## src/rtl/agc_gain_scheduler.sv

```systemverilog
// Closed-loop AGC gain scheduler: block-averages envelope samples, applies gain += alpha*(ref-mean), publishes saturated gain.
// Latency: the new gain and its gain_valid pulse appear 3 cycles after the cycle presenting the last sample of a block.
// Backpressure: none on env (samples outside ACCUM are dropped); config uses valid/ready, ready only in IDLE and UPDATE.
//
// Ports:
//   clk, reset                  single clock, synchronous active-high reset
//   en                          loop enable; dropping it mid-block discards the partial block
//   cfg_valid/cfg_ready         config handshake carrying cfg_alpha (UQ F_ALPHA) and cfg_reference
//   env_data/env_valid          per-sample envelope magnitude
//   gain/gain_valid             current gain (UQ F_GAIN) and one-cycle update pulse
//   locked                      error has stayed within LOCK_TOL for LOCK_CNT consecutive blocks
//   busy                        block accumulation in progress
module agc_gain_scheduler #(
    parameter int W_IN     = 16,
    parameter int W_ALPHA  = 16,
    parameter int F_ALPHA  = 14,
    parameter int W_GAIN   = 16,
    parameter int F_GAIN   = 14,
    parameter int LOG2_BLK = 6,
    parameter int LOCK_TOL = 64,
    parameter int LOCK_CNT = 4
) (
    input  logic               clk,
    input  logic               reset,
    input  logic               en,
    input  logic               cfg_valid,
    output logic               cfg_ready,
    input  logic [W_ALPHA-1:0] cfg_alpha,
    input  logic [W_IN-1:0]    cfg_reference,
    input  logic [W_IN-1:0]    env_data,
    input  logic               env_valid,
    output logic [W_GAIN-1:0]  gain,
    output logic               gain_valid,
    output logic               locked,
    output logic               busy
);

    localparam int W_ACC  = W_IN + LOG2_BLK;
    localparam int W_CNT  = LOG2_BLK + 1;
    localparam int W_ERR  = W_IN + 1;
    localparam int W_PROD = W_ALPHA + 1 + W_ERR;
    // Sum must hold the unsigned gain plus a signed step with headroom to detect both rails.
    localparam int W_SUM  = ((W_PROD > W_GAIN) ? W_PROD : W_GAIN) + 2;
    localparam int W_LCK  = $clog2(LOCK_CNT + 1);
    localparam int BLK    = 1 << LOG2_BLK;

    localparam logic [W_GAIN-1:0] GAIN_ONE = W_GAIN'(1 << F_GAIN);
    localparam logic [W_GAIN-1:0] GAIN_MAX = {W_GAIN{1'b1}};

    typedef enum logic [1:0] {
        IDLE   = 2'd0,
        ACCUM  = 2'd1,
        ERR    = 2'd2,
        UPDATE = 2'd3
    } state_t;

    state_t                    state_q, state_d;
    logic [W_ACC-1:0]          acc_q, acc_d;
    logic [W_CNT-1:0]          cnt_q, cnt_d;
    logic signed [W_ERR-1:0]   err_q, err_d;
    logic [W_ALPHA-1:0]        alpha_q, alpha_d;
    logic [W_IN-1:0]           ref_q, ref_d;
    logic [W_GAIN-1:0]         gain_q, gain_d;
    logic                      gain_vld_q, gain_vld_d;
    logic                      locked_q, locked_d;
    logic [W_LCK-1:0]          lock_cnt_q, lock_cnt_d;

    logic [W_IN-1:0]           mean;
    logic signed [W_ERR-1:0]   err_calc;
    logic [W_ERR-1:0]          err_abs;
    logic                      in_tol;
    logic signed [W_PROD-1:0]  prod;
    logic signed [W_PROD-1:0]  step;
    logic signed [W_SUM-1:0]   sum;
    logic [W_GAIN-1:0]         gain_sat;
    logic                      cfg_fire;

    assign cfg_ready  = (state_q == IDLE) || (state_q == UPDATE);
    assign busy       = (state_q == ACCUM);
    assign cfg_fire   = cfg_valid && cfg_ready;
    assign gain       = gain_q;
    assign gain_valid = gain_vld_q;
    assign locked     = locked_q;

    // Block mean is a plain truncating shift since the block length is a power of two.
    assign mean     = acc_q[W_ACC-1:LOG2_BLK];
    assign err_calc = $signed({1'b0, ref_q}) - $signed({1'b0, mean});

    assign err_abs = err_q[W_ERR-1] ? W_ERR'(-err_q) : W_ERR'(err_q);
    assign in_tol  = (err_abs <= W_ERR'(LOCK_TOL));

    // Arithmetic shift floors toward -inf, so small negative errors still nudge the gain down.
    assign prod = $signed({1'b0, alpha_q}) * err_q;
    assign step = prod >>> F_ALPHA;
    assign sum  = $signed({{(W_SUM - W_GAIN){1'b0}}, gain_q})
                + $signed({{(W_SUM - W_PROD){step[W_PROD-1]}}, step});

    always_comb begin
        gain_sat = sum[W_GAIN-1:0];
        if (sum[W_SUM-1]) begin
            gain_sat = '0;
        end else if (|sum[W_SUM-2:W_GAIN]) begin
            gain_sat = GAIN_MAX;
        end
    end

    always_comb begin
        state_d    = state_q;
        acc_d      = acc_q;
        cnt_d      = cnt_q;
        err_d      = err_q;
        alpha_d    = alpha_q;
        ref_d      = ref_q;
        gain_d     = gain_q;
        gain_vld_d = 1'b0;
        locked_d   = locked_q;
        lock_cnt_d = lock_cnt_q;

        case (state_q)
            IDLE: begin
                if (en) begin
                    state_d = ACCUM;
                    acc_d   = '0;
                    cnt_d   = '0;
                end
            end
            ACCUM: begin
                if (!en) begin
                    state_d = IDLE;
                    acc_d   = '0;
                    cnt_d   = '0;
                end else if (env_valid) begin
                    acc_d = acc_q + W_ACC'(env_data);
                    cnt_d = cnt_q + W_CNT'(1);
                    if (cnt_q == W_CNT'(BLK - 1)) begin
                        state_d = ERR;
                    end
                end
            end
            ERR: begin
                err_d   = err_calc;
                state_d = UPDATE;
            end
            UPDATE: begin
                gain_d     = gain_sat;
                gain_vld_d = 1'b1;
                if (in_tol) begin
                    if (lock_cnt_q != W_LCK'(LOCK_CNT)) begin
                        lock_cnt_d = lock_cnt_q + W_LCK'(1);
                    end
                end else begin
                    lock_cnt_d = '0;
                end
                locked_d = (lock_cnt_d == W_LCK'(LOCK_CNT));
                acc_d    = '0;
                cnt_d    = '0;
                state_d  = en ? ACCUM : IDLE;
            end
            default: begin
                state_d = IDLE;
            end
        endcase

        // New config restarts lock qualification; it overrides a lock reached in the same UPDATE.
        // The UPDATE above already consumed the old alpha/reference, so new values only affect the next block.
        if (cfg_fire) begin
            alpha_d    = cfg_alpha;
            ref_d      = cfg_reference;
            lock_cnt_d = '0;
            locked_d   = 1'b0;
        end
    end

    always_ff @(posedge clk) begin
        if (reset) begin
            state_q    <= IDLE;
            acc_q      <= '0;
            cnt_q      <= '0;
            err_q      <= '0;
            alpha_q    <= '0;
            ref_q      <= '0;
            gain_q     <= GAIN_ONE;
            gain_vld_q <= 1'b0;
            locked_q   <= 1'b0;
            lock_cnt_q <= '0;
        end else begin
            state_q    <= state_d;
            acc_q      <= acc_d;
            cnt_q      <= cnt_d;
            err_q      <= err_d;
            alpha_q    <= alpha_d;
            ref_q      <= ref_d;
            gain_q     <= gain_d;
            gain_vld_q <= gain_vld_d;
            locked_q   <= locked_d;
            lock_cnt_q <= lock_cnt_d;
        end
    end

endmodule

```

## config.mk

```make
export PLATFORM = sky130hd
export DESIGN_NAME = agc_gain_scheduler
export DESIGN_NICKNAME = d
export VERILOG_FILES = /design/src/rtl/agc_gain_scheduler.sv
export SDC_FILE = /design/constraint.sdc
export NUM_CORES = 1
export LEC_CHECK = 0
export ABC_AREA = 0
export CORE_ASPECT_RATIO = 0.6
export CORE_UTILIZATION = 35
export DETAILED_ROUTE_END_ITERATION = 10
export PLACE_DENSITY = 0.51
export SYNTH_ARGS = -nofsm -noshare
export SYNTH_HDL_FRONTEND = slang
export SYNTH_SLANG_ARGS = --single-unit
```

## constraint.sdc

```tcl
create_clock -name clk -period 8.55 [get_ports clk]
set_clock_uncertainty 0.15 [all_clocks]
set_input_delay 0.855 -clock clk [delete_from_list [all_inputs] [get_ports clk]]
set_output_delay 0.855 -clock clk [all_outputs]
set_load 0.02 [all_outputs]
```

==> flow_metrics.env <==
export IMPL_slew_violations=0
export IMPL_ant_nets=0
export IMPL_hold_violations=0
export IMPL_core_area_um2=43920
export IMPL_critPathMaxStageDelay_ps=620
export IMPL_area_growth_synth_to_final_pct=13.71
export IMPL_path_clk_slew_ps=110
export IMPL_internal_power_w=0.0008813
export IMPL_grt_pass1_vias=12460
export IMPL_hold_path_class="reg -> reg"
export IMPL_cp_max_fo=8
export IMPL_nets=2407
export IMPL_clockRootBuffer="clkbuf_16"
export IMPL_die_y_um=166.5
export IMPL_pre_cts_ws_ps=-10.30
export IMPL_required_ps=8620
export IMPL_p_seq_share_pct=36.7
export IMPL_power_leakage_nw=8.832
export IMPL_async_reset_ff_share_pct=0
export IMPL_grt_start_max_net_pins=83
export IMPL_grt_pass1_wl_mm=71.01
export IMPL_synth_seq_area_share_pct=12.80
export IMPL_synth_seq_cells=101
export IMPL_grt_usage_pct=19.71
export IMPL_criticalPathCategory="reg -> reg"
export IMPL_path_common_cell="fa_1"
export IMPL_tightest_slew_ps=958.2
export IMPL_power_frac_clock_pct=33.1
export IMPL_finalHoldWorstSlack_ps=318.1
export IMPL_rsz0062_at_grt="false"
export IMPL_via_per_inst=4.952
export IMPL_overflow=0
export IMPL_outcome="finished, final reports clean"
export IMPL_io_buffers=72
export IMPL_clock_sinks=101
export IMPL_p_switching_w=0.0005372
export IMPL_htreeDepth=3
export IMPL_placed_area_um2=17400
export IMPL_clock_latency_ps=390
export IMPL_cp_end_kind="flop"
export IMPL_dr_pass1_iters=5
export IMPL_drtIter0Drc=729
export IMPL_gr_usage_met3_pct=6.467
export IMPL_powerDensity_nw_per_um2=78.98
export IMPL_swShare_pct=37.87
export IMPL_finalWirelength_mm=45.27
export IMPL_finalCritPeriodShare_pct=96.28
export IMPL_synth_edf_count=0
export IMPL_fin_total_pwr_w=0.001419
export IMPL_met1_usage_pct=30.81
export IMPL_fin_crit_ps=8232
export IMPL_gp_congestion=0.9130
export IMPL_crit_path_top_delay_cell="fa_1"
export IMPL_initial_utilization_pct=35.96
export IMPL_netlist_instances=1888
export IMPL_num_vias=12590
export IMPL_setup_violations_final=0
export IMPL_busiest_layer="met1"
export IMPL_diodes=0
export IMPL_syn_area_per_cell_um2=8.365
export IMPL_peakVddDrop_uv=76.01
export IMPL_gr_usage_met2_pct=26.05
export IMPL_route_detailed_drc=0
export IMPL_synth_warnings=0
export IMPL_p_comb_share_pct=30.2
export IMPL_wl_per_cell_um=17.80
export IMPL_dp_hpwl_mm=37.49
export IMPL_post_route_cell_area_um2=17960
export IMPL_cts_buffer_depth=2
export IMPL_drive_above_1_share_pct=8.248
export IMPL_grt_antenna_before_repair=0
export IMPL_slew_limit_headroom_pct=36.12
export IMPL_crit_arrival_ps=8300
export IMPL_rows=59
export IMPL_numCtsBuffers=9
export IMPL_postCtsHoldBufs=0
export IMPL_floorplan_die_area_um2=46010
export IMPL_syn_area_um2=15790
export IMPL_critPathLaunchType="flop"
export IMPL_layout_setup_ws_ps=318.0
export IMPL_max_freq_mhz=121.5
export IMPL_cap_viol_max_count=0
export IMPL_cts_tree="built"
export IMPL_synth_distinct_cells=73
export IMPL_ios=73
export IMPL_syn_nets=2336
export IMPL_synthFlopType="dfxtp_1"
export IMPL_die_width_um=276.2
## path summary, 6_finish.rpt
| check | start | endpoint | slack (ps) | depth (start not counted) |
|---|---|---|---|---|
| worst min register to register | ref_q[9] | ref_q[9] | 320 | 2 |
| worst min-delay path | ref_q[9] | ref_q[9] | 320 | 2 |
| worst max register to register | err_q[8] | gain[1] | 320 | 31 |
| worst max-delay path | err_q[8] | gain[1] | 320 | 31 |
## flip-flops by register name (all words and copies together), names as in the netlist, named ones only
register	flops
alpha_q	16
state_q	1
err_q	17
cnt_q	7
locked	1
ref_q	16
gain	16
acc_q	22
gain_valid	1
lock_cnt_q	3
## cell families after synthesis
group,share of synthesized area [%]
adders and majority gates,41.32
muxes,0.8398
xor gates and xnor gates,3.105
AOI/OAI and AO/OA,11.90
and+or+nand+nor,20.22
buffers and inverters,9.808
DFF,12.80
## metrics by stage
stage | std cells | setup TNS, ps | util (%)
after floorplan | 1888 | 0 | -
after global placement | 2519 | 0 | 39.62
after detailed placement | 2519 | -16.85 | 39.62
after CTS | 2535 | 0 | 40.36
after global routing | 2543 | 0 | 40.89
final | 2543 | 0 | 40.89
## power groups by stage
stage	Sequential (W)	Combinational [W]	Clock, W
after global routing	0.000524	0.000473	0.000504
after global placement	0.000531	0.000414	0
final	0.000520	0.000428	0.000470
after CTS	0.000521	0.000422	0.000489
after detailed placement	0.000532	0.000419	0
after floorplan	0.000518	0.000280	0
## critical path: cells and delay by family (launching register included)
kind / cells / cell delay (ps)
fa+ha+maj: 8 / 3820
compound gates: 6 / 1280
simple gates: 8 / 1050
buf+inv: 7 / 870
flops: 1 / 400
mux: 1 / 310
xor+xnor: 1 / 170
## Yosys cell counts, drive strengths merged, types with 3 or more instances
cell / count / share of area (%)
o211ai: 6 / 0.29
or2: 5 / 0.21
o21ai: 39 / 1.2
nand2: 211 / 5.0
fa: 211 / 27
a41o: 3 / 0.19
a21o: 18 / 0.86
clkbuf: 74 / 1.8
nor2: 93 / 2.2
a21boi: 5 / 0.24
ha: 184 / 15
a211oi: 17 / 0.81
dfxtp: 101 / 13
a31o: 3 / 0.17
or3: 13 / 0.51
nor3: 23 / 0.73
a211o: 7 / 0.39
xor2: 17 / 0.94
o22ai: 4 / 0.25
o31ai: 18 / 0.86
and3: 12 / 0.51
a221oi: 3 / 0.21
nand3b: 4 / 0.19
and2: 162 / 6.4
nand2b: 17 / 0.67
or4: 6 / 0.29
nand3: 27 / 0.86
inv: 325 / 7.7
nand4: 8 / 0.32
nor4: 6 / 0.51
a31oi: 6 / 0.24
xnor2: 39 / 2.2
mux2i: 11 / 0.70
o21bai: 4 / 0.19
a22oi: 13 / 0.62
buf: 10 / 0.32
o21a: 12 / 0.57
nor2b: 32 / 1.3
a21oi: 111 / 3.8
## cells in the final DEF (no fill, tap or decap), drive strengths merged, types with 7 or more instances in the layout
master	n
a211o	7
a211oi	17
a21o	18
a21oi	111
a22oi	13
and2	162
and3	12
buf	72
clkbuf	10
clkdlybuf4s50	71
dfxtp	101
fa	211
ha	184
inv	330
mux2i	11
nand2	211
nand2b	17
nand3	27
nand4	8
nor2	93
nor2b	32
nor3	23
o21a	12
o21ai	39
o31ai	18
or3	13
xnor2	39
xor2	17
## layout make-up
cell class	count	area, um2
timing repair buffer	144	1301
tap	579	724.4
sequential	101	2058
fill	4389	25960
inverter	325	1220
clock inverter	7	98.84
clock buffer	9	225.2
multi-input combinational	1378	12330
## repair_timing
action | in CTS | in global routing
buffers inserted | 0 | 7
gates cloned | 0 | 1
pin swaps | 0 | 19
setup endpoints to repair | 3 | 16
resized for setup | 4 | 55
## routing by layer
metal	share of wire [%]	vias to the layer above
met5	0	-
met4	0.79	0
met3	7.4	23
met2	37	275
met1	54	6133
li1	-	6162
No activity file was read; power rests on OpenSTA's default activity.
